<file path="src/rtl/mc_control_if.sv">
// Control bundle between the multicycle sequencer and the shared RV32I datapath.
// The master modport belongs to the sequencer; the slave modport belongs to the datapath side.
interface mc_control_if #(
    parameter int CNT_W = 32
);
    logic [6:0]       op;
    logic             BrTaken;
    logic             MemReady;
    logic             PCWrite;
    logic             AdrSrc;
    logic             MemWrite;
    logic             IRWrite;
    logic [1:0]       ResultSrc;
    logic [1:0]       ALUSrcA;
    logic [1:0]       ALUSrcB;
    logic             RegWrite;
    logic [1:0]       ALUOp;
    logic             Illegal;
    logic [CNT_W-1:0] Retired;

    modport master (
        input  op, BrTaken, MemReady,
        output PCWrite, AdrSrc, MemWrite, IRWrite, ResultSrc, ALUSrcA, ALUSrcB,
               RegWrite, ALUOp, Illegal, Retired
    );

    modport slave (
        output op, BrTaken, MemReady,
        input  PCWrite, AdrSrc, MemWrite, IRWrite, ResultSrc, ALUSrcA, ALUSrcB,
               RegWrite, ALUOp, Illegal, Retired
    );
endinterface

</file>
<file path="src/rtl/mc_control_fsm.sv">
// Main sequencing FSM of the multicycle RV32I core: steps the shared memory port and ALU
// through fetch/decode/execute/memory/writeback and counts retired instructions.
module mc_control_fsm #(
    parameter int CNT_W = 32
) (
    input  logic         clk,
    input  logic         reset,
    mc_control_if.master bus
);

    typedef enum logic [4:0] {
        S_FETCH    = 5'd0,
        S_DECODE   = 5'd1,
        S_MEMADR   = 5'd2,
        S_MEMREAD  = 5'd3,
        S_MEMWB    = 5'd4,
        S_MEMWRITE = 5'd5,
        S_EXECR    = 5'd6,
        S_EXECI    = 5'd7,
        S_ALUWB    = 5'd8,
        S_BRANCH   = 5'd9,
        S_JAL      = 5'd10,
        S_JALR     = 5'd11,
        S_JALRLINK = 5'd12,
        S_LUI      = 5'd13,
        S_AUIPC    = 5'd14,
        S_TRAP     = 5'd15
    } state_t;

    typedef struct packed {
        logic       pc_write;
        logic       adr_src;
        logic       mem_write;
        logic [1:0] result_src;
        logic [1:0] alu_src_a;
        logic [1:0] alu_src_b;
        logic       reg_write;
        logic [1:0] alu_op;
        logic       illegal;
    } ctrl_t;

    // Moore part of the control word for a given state.
    function automatic ctrl_t moore_ctrl(state_t s);
        ctrl_t c;
        // NOTE: every field gets a default before the case, so no path leaves a value undriven.
        c = '0;
        case (s)
            S_FETCH:    begin c.alu_src_b = 2'b10; c.result_src = 2'b10; end
            S_DECODE:   begin c.alu_src_a = 2'b01; c.alu_src_b = 2'b01; end
            S_MEMADR:   begin c.alu_src_a = 2'b10; c.alu_src_b = 2'b01; end
            S_MEMREAD:  c.adr_src = 1'b1;
            S_MEMWB:    begin c.result_src = 2'b01; c.reg_write = 1'b1; end
            S_MEMWRITE: begin c.adr_src = 1'b1; c.mem_write = 1'b1; end
            S_EXECR:    begin c.alu_src_a = 2'b10; c.alu_op = 2'b10; end
            S_EXECI:    begin c.alu_src_a = 2'b10; c.alu_src_b = 2'b01; c.alu_op = 2'b10; end
            S_ALUWB:    c.reg_write = 1'b1;
            S_BRANCH:   begin c.alu_src_a = 2'b10; c.alu_op = 2'b01; end
            S_JAL:      begin c.alu_src_a = 2'b01; c.alu_src_b = 2'b10; c.pc_write = 1'b1; end
            S_JALR: begin
                c.alu_src_a  = 2'b10;
                c.alu_src_b  = 2'b01;
                c.result_src = 2'b10;
                c.pc_write   = 1'b1;
            end
            S_JALRLINK: begin c.alu_src_a = 2'b01; c.alu_src_b = 2'b10; end
            S_LUI:      begin c.alu_src_a = 2'b11; c.alu_src_b = 2'b01; end
            S_AUIPC:    begin c.alu_src_a = 2'b01; c.alu_src_b = 2'b01; end
            S_TRAP:     c.illegal = 1'b1;
            default:    ;
        endcase
        return c;
    endfunction

    function automatic state_t next_state(state_t s, logic [6:0] op, logic mem_ready);
        state_t n;
        n = S_FETCH;
        case (s)
            S_FETCH:    n = mem_ready ? S_DECODE : S_FETCH;
            S_DECODE: begin
                case (op)
                    7'b0000011, 7'b0100011: n = S_MEMADR;
                    7'b0110011:             n = S_EXECR;
                    7'b0010011:             n = S_EXECI;
                    7'b1100011:             n = S_BRANCH;
                    7'b1101111:             n = S_JAL;
                    7'b1100111:             n = S_JALR;
                    7'b0110111:             n = S_LUI;
                    7'b0010111:             n = S_AUIPC;
                    default:                n = S_TRAP;
                endcase
            end
            S_MEMADR:   n = op[5] ? S_MEMWRITE : S_MEMREAD;
            S_MEMREAD:  n = mem_ready ? S_MEMWB : S_MEMREAD;
            S_MEMWRITE: n = mem_ready ? S_FETCH : S_MEMWRITE;
            S_EXECR, S_EXECI, S_JAL, S_JALRLINK, S_LUI, S_AUIPC: n = S_ALUWB;
            S_JALR:     n = S_JALRLINK;
            S_TRAP:     n = S_TRAP;
            default:    n = S_FETCH;
        endcase
        return n;
    endfunction

    state_t           state;
    state_t           state_nxt;
    ctrl_t            ctrl_q;
    logic [CNT_W-1:0] retired_q;
    logic             retire;

    always_comb begin
        state_nxt = next_state(state, bus.op, bus.MemReady);
        retire    = (state == S_MEMWB) || (state == S_ALUWB) || (state == S_BRANCH) ||
                    ((state == S_MEMWRITE) && bus.MemReady);
    end

    // Control word is registered from the next state so it moves in lockstep with state.
    always_ff @(posedge clk) begin
        // NOTE: sequential state uses non-blocking assignments so every register samples pre-edge values.
        if (reset) begin
            state     <= S_FETCH;
            ctrl_q    <= moore_ctrl(S_FETCH);
            retired_q <= '0;
        end else begin
            state  <= state_nxt;
            ctrl_q <= moore_ctrl(state_nxt);
            if (retire)
                retired_q <= retired_q + CNT_W'(1);
        end
    end

    // Handshake-dependent enables, all suppressed while reset is held.
    assign bus.PCWrite   = ~reset & (ctrl_q.pc_write |
                                     ((state == S_FETCH)  & bus.MemReady) |
                                     ((state == S_BRANCH) & bus.BrTaken));
    assign bus.IRWrite   = ~reset & (state == S_FETCH) & bus.MemReady;
    assign bus.MemWrite  = ~reset & ctrl_q.mem_write;
    assign bus.RegWrite  = ~reset & ctrl_q.reg_write;
    assign bus.AdrSrc    = ctrl_q.adr_src;
    assign bus.ResultSrc = ctrl_q.result_src;
    assign bus.ALUSrcA   = ctrl_q.alu_src_a;
    assign bus.ALUSrcB   = ctrl_q.alu_src_b;
    assign bus.ALUOp     = ctrl_q.alu_op;
    assign bus.Illegal   = ctrl_q.illegal;
    assign bus.Retired   = retired_q;

endmodule

</file>
<file path="src/flat_wrapper.sv">
// flat-port wrapper written by rule: the top's interface ports become plain ports
module mc_control_fsm_flat 
#(
    parameter int CNT_W = 32
)
  (clk, reset, bus_op, bus_BrTaken, bus_MemReady, bus_PCWrite, bus_AdrSrc, bus_MemWrite, bus_IRWrite, bus_ResultSrc, bus_ALUSrcA, bus_ALUSrcB, bus_RegWrite, bus_ALUOp, bus_Illegal, bus_Retired);
  mc_control_if #(.CNT_W(CNT_W)) bus_i ();
  input  logic clk;
  input  logic reset;
  input wire logic [$bits(bus_i.op)-1:0] bus_op;
  input wire logic [$bits(bus_i.BrTaken)-1:0] bus_BrTaken;
  input wire logic [$bits(bus_i.MemReady)-1:0] bus_MemReady;
  output wire logic [$bits(bus_i.PCWrite)-1:0] bus_PCWrite;
  output wire logic [$bits(bus_i.AdrSrc)-1:0] bus_AdrSrc;
  output wire logic [$bits(bus_i.MemWrite)-1:0] bus_MemWrite;
  output wire logic [$bits(bus_i.IRWrite)-1:0] bus_IRWrite;
  output wire logic [$bits(bus_i.ResultSrc)-1:0] bus_ResultSrc;
  output wire logic [$bits(bus_i.ALUSrcA)-1:0] bus_ALUSrcA;
  output wire logic [$bits(bus_i.ALUSrcB)-1:0] bus_ALUSrcB;
  output wire logic [$bits(bus_i.RegWrite)-1:0] bus_RegWrite;
  output wire logic [$bits(bus_i.ALUOp)-1:0] bus_ALUOp;
  output wire logic [$bits(bus_i.Illegal)-1:0] bus_Illegal;
  output wire logic [$bits(bus_i.Retired)-1:0] bus_Retired;
  assign bus_i.op = bus_op;
  assign bus_i.BrTaken = bus_BrTaken;
  assign bus_i.MemReady = bus_MemReady;
  assign bus_PCWrite = bus_i.PCWrite;
  assign bus_AdrSrc = bus_i.AdrSrc;
  assign bus_MemWrite = bus_i.MemWrite;
  assign bus_IRWrite = bus_i.IRWrite;
  assign bus_ResultSrc = bus_i.ResultSrc;
  assign bus_ALUSrcA = bus_i.ALUSrcA;
  assign bus_ALUSrcB = bus_i.ALUSrcB;
  assign bus_RegWrite = bus_i.RegWrite;
  assign bus_ALUOp = bus_i.ALUOp;
  assign bus_Illegal = bus_i.Illegal;
  assign bus_Retired = bus_i.Retired;
  mc_control_fsm #(.CNT_W(CNT_W)) u_core (.clk(clk), .reset(reset), .bus(bus_i));
endmodule
</file>
<file path="config.mk">
export PLATFORM = sky130hd
export DESIGN_NAME = mc_control_fsm_flat
export DESIGN_NICKNAME = d
export VERILOG_FILES = /design/src/rtl/mc_control_if.sv /design/src/rtl/mc_control_fsm.sv /design/src/flat_wrapper.sv
export SDC_FILE = /design/constraint.sdc
export NUM_CORES = 1
export LEC_CHECK = 0
export ABC_CLOCK_PERIOD_IN_PS = 3320
export CORE_ASPECT_RATIO = 0.9
export CORE_MARGIN = 10
export CORE_UTILIZATION = 54
export CTS_CLUSTER_DIAMETER = 100
export DETAILED_ROUTE_END_ITERATION = 10
export GPL_TIMING_DRIVEN = 0
export MAX_ROUTING_LAYER = met4
export PLACE_DENSITY = 0.85
export SYNTH_ARGS = -nofsm -noshare
export SYNTH_HDL_FRONTEND = slang
export SYNTH_SLANG_ARGS = --single-unit
</file>
<file path="constraint.sdc">
create_clock -name clk -period 3.32 [get_ports clk]
set_input_delay 0.332 -clock clk [delete_from_list [all_inputs] [get_ports clk]]
set_output_delay 0.332 -clock clk [all_outputs]
set_load 0.005 [all_outputs]
</file>
; Word level (Yosys, flattened, before mapping)
; Cells that the tools add are included.
[classes]
n_addsub = 1
mux = 15
reduce_logical = 17
n_eq_ne = 39
bitwise_logic = 10
[op_table]
columns = op, count
row1 = $eq 5x4->1 const B, 16
row2 = $eq 5x3->1 const B, 8
row3 = $pmux 5 s8, 1
row4 = $add 32x1->32 const B, 1
row5 = $pmux 4 s8, 1
row6 = $eq 7x6->1 const B, 3
row7 = $eq 7x7->1 const B, 3
row8 = $eq 5x2->1 const B, 4
row9 = $eq 7x5->1 const B, 2
row10 = $pmux 2 s2, 3
row11 = $reduce_or 2->1, 6
row12 = $reduce_or 6->1, 2
row13 = $eq 5x1->1 const B, 2
row14 = $logic_not 5->1, 2
row15 = $mux 3, 3
row16 = $and 1x1->1, 7
row17 = $eq 7x2->1 const B, 1
row18 = $mux 1, 6
row19 = $pmux 2 s3, 1
row20 = $reduce_or 5->1, 1
row21 = $reduce_or 4->1, 1
row22 = $logic_or 1x1->1, 3
row23 = $reduce_or 3->1, 1
row24 = $or 1x1->1, 2
row25 = 2 further kinds, 2
[word_totals]
out_inout_bits = 46
register_bits = 50

; Longest topological paths before layout
[depth]
ltp_word = 7
mapped_depth = 10
depth_no_buf = 7

; Worst setup path after synthesis
; OpenSTA, ideal clock, no wires.
[synth_path]
path_type = input -> register
start = in bus_op[5]
end = reg u_core.ctrl_q, in the netlist u_core.bus.ALUSrcB[0]
setup_time_ns = 0.122
path_buffers = 1
arrival_ns = 1.989
t_required_ns = 3.198
setup_slack_ns = 1.209
cell_stages = 8
path_cell_list = buf_4 and4bb_1 a21oi_1 o31ai_1 nor2_1 or3_4 xnor2_1 a221o_1
[synth_between]
elab_chain_len = 7
word_cells_on_any_way = 25
[synth_lines]
columns = item, line
row1 = start: declaration, flat_wrapper.sv:10  ; input wire logic [$bits(bus_i.op)-1:0] bus_op;
row2 = $eq 7x2->1 / $eq 7x6->1 (equally long branches), mc_control_fsm.sv:80  ; case (op)
row3 = $reduce_or 2->1, mc_control_fsm.sv:80
row4 = $pmux 4 s8, mc_control_fsm.sv:80
row5 = $pmux 5 s8 *, mc_control_fsm.sv:77  ; case (s)
row6 = "$eq 5x1->1, or another cell as far along", mc_control_fsm.sv:47  ; case (s)
row7 = $reduce_or 6->1 (no source line) / $reduce_or 3->1 (equally long branches), -
row8 = $pmux 2 s2 *, mc_control_fsm.sv:47
row9 = end signal: assignment, mc_control_fsm.sv:120  ; ctrl_q <= moore_ctrl(S_FETCH);
row10 = end signal: assignment, mc_control_fsm.sv:124  ; ctrl_q <= moore_ctrl(state_nxt);
row11 = end: declaration, mc_control_fsm.sv:105  ; ctrl_t ctrl_q;
; Mark *: on every way between the ends. The rest lies on a longest branch, timed or not.
; A chain may end at the register's enable or synchronous reset.

; Worst setup path after layout
[layout_path]
start = reg u_core.state[3]
end = out bus_PCWrite
[layout_between]
elab_chain_len = 5
word_cells_on_any_way = 7
[layout_lines]
columns = item, line
row1 = start: declaration, mc_control_fsm.sv:103  ; state_t state;
row2 = start signal: assignment, mc_control_fsm.sv:123  ; state <= state_nxt;
row3 = $logic_not 5->1, mc_control_fsm.sv:132  ; ((state == S_FETCH) & bus.MemReady) |
row4 = $and 1x1->1, mc_control_fsm.sv:132
row5 = $or 1x1->1, mc_control_fsm.sv:131  ; assign bus.PCWrite = ~reset & (ctrl_q.pc_write |
row6 = $or 1x1->1 *, mc_control_fsm.sv:132
row7 = $and 1x1->1 *, mc_control_fsm.sv:131
row8 = end: declaration, flat_wrapper.sv:13  ; output wire logic [$bits(bus_i.PCWrite)-1:0] bus_PCWrite;
; Marks and branches as above.

==> impl_results.md <==
* Total number of vias at 2,184
* Syn Inst Count at 282
* Peak VDD IR at 0.000432 V
* Number of global-route vias before repair at 2,040
* CTS tree: done
* Placement Cell Area at 0.00308 mm^2
* Postcts setup bufs at 0
* Post-Route M1 WL at 2.53 mm
* Dpl hpwl at 4.31 mm
* Critical Path Start: u_core.state[3]
* Core Region at 0.00443 mm^2
* Number of port buffers at 54
* Final setup vio count at 0
* Yosys warnings at 0
* Clk slew on worst S/H paths at 90 ps
* Root Buffer Master: clkbuf_8
* Cell family with most CP delay: buffers and inverters
* Max-slew violation count at 0
* CP max FO at 9
* Mean Syn Cell Area at 8.75 um^2
* Critical path cell sequence: buf_4, or2_0, buf_2, or3_1, a21oi_1, clkdlybuf4s50_1
* WP buf/inv at 3
* Pre-CTS setup slack at 554 ps
* WHS at 527 ps
* Initial core utilization at 55.6%
* Most common cell after layout, fill and taps aside: clkdlybuf4s50_1
* Resize count post-CTS at 0
* Worst Skew at 9.87 ps
* Post-synth EDFFs at 0
* Die ar. at 0.00767 mm^2
* Slew HR at 28.9%
* Placer's final routability congestion estimate at 0.870
* Critical Path Sink: bus_PCWrite
* RSZ-0062 raised after global routing: no
* Total chip power at 1760 uW
* Max-cap violations at 0
* Nets at 355
* Site row count at 23
* Worst slew pin tran at 1050 ps
* H-tree depth at 2
* CP max stage delay at 530 ps
* Worst r2r src: u_core.state[3]
* DR WL/cell at 13.6 um
* Status: finished clean
* Die width at 91.2 um
* Flop-to-flop setup slack at 940 ps
* Syn_nets at 294
* R2R cell count at 8
* Drt initial violations at 96
* Metal2 WL at 2.58 mm
* Async S/R FF share, synth at 0%
* Final period util at 76.6%
* Fin area at 0.00317 mm^2
* Critical path required time at 2990 ps
* Ports at 57
* Worst hold path type: reg -> reg
* Final Hold Viols at 0
* Antenna viol nets, final at 0
* Setup crit start kind: flop
* DR DRC count at 0
* Synthesized cell area at 0.00247 mm^2
* Leak Pwr at 0.00117 uW
* Met3 wire length at 333 um
* First-pass GRT wire length at 9.56 mm
* Fmax at 0.393 GHz
* Layout cells sized above 1 at 9.59%
* Total GRT Usage at 15.0%
* Area grow syn2layout at 28.6%
* Fill cells at 381
* Worst Setup End Kind: output pin
* Instance count on the critical path at 6
* CTS Hold Bufs at 0
* Ys flop type: dfxtp_1
* CP arrival at 2210 ps
* Inserted Clock Buffers at 5
* Ant. Diodes at 0
* GRT overflow at 0
* Distinct cells, synth at 55
* Total length of routed wires at 5.51 mm
* Reg-to-reg endpoint: u_core.bus.Retired[18]
* Crit path kind: reg -> out
* Initial DRT Pass Iterations at 4
* Seq/Total Area, Yosys at 39.8%
* Max Root-Sink Buffers at 2
* PD cells at 555 mW/mm^2
* Initial antenna violation count at 0
* Worst setup slack after layout at 777 ps
* Setup_tns at 0 ps
* Highest Signal Layer: met4
* Post-layout minimum cycle time at 2540 ps
* Largest net degree at the start of global routing at 16
* Worst path slowest cell: clkdlybuf4s50_1
* Die height at 84.1 um
* Latest clock arrival within the worst-skew pair at 300 ps
* Post-synthesis register bit count at 49
* Clock sinks at 49
* Most frequent cells in the layout: clkdlybuf4s50_1, dfxtp_1, nor2_1
* Vias per inst at 5.38
-- worst min path at each step --
stage                           start                      to  slack (ps)  cells past startpoint
2_1_floorplan  u_core.bus.Retired[15]  u_core.bus.Retired[15]         490                      2
3_3_place_gp   u_core.bus.Retired[31]  u_core.bus.Retired[31]         500                      2
3_5_place_dp    u_core.bus.Retired[1]   u_core.bus.Retired[1]         520                      2
4_1_cts         u_core.bus.Retired[1]   u_core.bus.Retired[1]         530                      2
5_1_grt        u_core.bus.Retired[28]  u_core.bus.Retired[28]         560                      2
6_report        u_core.bus.Retired[1]   u_core.bus.Retired[1]         530                      2
-- where the power goes --
| part | total, uW | leakage (uW) | switching (uW) | internal (uW) |
|---|---|---|---|---|
| Combinational | 708 | 0.000733 | 340 | 369 |
| Clock | 347 | 0.0000374 | 199 | 149 |
| Sequential | 703 | 0.000397 | 48.8 | 655 |
-- per-layer routing --
metal | vias up | track usage [%]
li1 | 1101 | -
met1 | 1016 | 18.4
met2 | 59 | 23.3
met3 | 8 | 4.14
met4 | 0 | 4.84
met5 | - | -
-- worst register-to-register path: cells and delay by family, from the launching register on --
kind / cells / cell delay [ps]
buffers and inverters: 1 / 160
xor gates and xnor gates: 1 / 140
DFF: 1 / 310
and+or+nand+nor: 5 / 1550
AOI/OAI and AO/OA: 1 / 100
-- layout make-up --
cell class	count	area (um^2)	area share, %
repair buffers	54	541	17.0
inverters	4	15.0	0.473
clock buffers	6	72.6	2.29
flip-flops and latches	49	981	30.9
multi-input cells	208	1340	42.3
clock inverters	2	15.0	0.473
plain buffers	21	129	4.06
well taps	62	77.6	2.45
-- stage by stage --
stage / cells / util [%]
floorplan: 282 / -
global placement: 398 / 69.6
detailed placement: 398 / 69.6
CTS: 406 / 71.6
global route: 406 / 71.6
finish: 406 / 71.6
-- cells by family (layout without fill, tap and decap cells) --
logic type	after synthesis	count (layout)	share of synthesized area (%)
simple gates	140	140	32.3
flops	49	49	39.8
compound gates	34	34	9.79
xor+xnor	32	32	11.4
buf+inv	25	87	5.83
fa+ha+maj	1	1	0.507
mux	1	1	0.457
-- synth_stat cells, types with 2 or more instances --
| master | count | area [um^2] |
|---|---|---|
| o311a_1 | 2 | 20.0 |
| nor4b_1 | 4 | 35.0 |
| xnor2_1 | 8 | 70.1 |
| a21oi_1 | 8 | 40.0 |
| and2_1 | 5 | 31.3 |
| or3_1 | 3 | 18.8 |
| dfxtp_1 | 49 | 981 |
| nand2_1 | 20 | 75.1 |
| o31ai_1 | 4 | 30.0 |
| o21ai_0 | 5 | 25.0 |
| inv_1 | 4 | 15.0 |
| and3_1 | 3 | 18.8 |
| and2b_1 | 3 | 22.5 |
| nand2b_1 | 4 | 25.0 |
| nand3_1 | 16 | 80.1 |
| clkbuf_1 | 6 | 22.5 |
| nor4_2 | 2 | 25.0 |
| buf_4 | 10 | 75.1 |
| buf_2 | 4 | 20.0 |
| nor2_1 | 47 | 176 |
| and4_1 | 4 | 35.0 |
| nand4_1 | 8 | 50.1 |
| xor2_1 | 24 | 210 |
| o211ai_1 | 2 | 15.0 |
| a31oi_1 | 3 | 18.8 |
| nor2b_1 | 4 | 25.0 |
| and3b_1 | 2 | 17.5 |
-- sequential cells by signal, summed over array words and instances (netlist names) --
name / flops
u_core.bus.ALUOp: 2
u_core.bus.Illegal: 1
u_core.bus.ALUSrcB: 2
u_core.bus.ResultSrc: 2
u_core.state: 4
u_core.bus.ALUSrcA: 2
u_core.ctrl_q: 3
u_core.bus.Retired: 32
u_core.bus.AdrSrc: 1
Note: power is estimated with default switching activity, not from simulation.
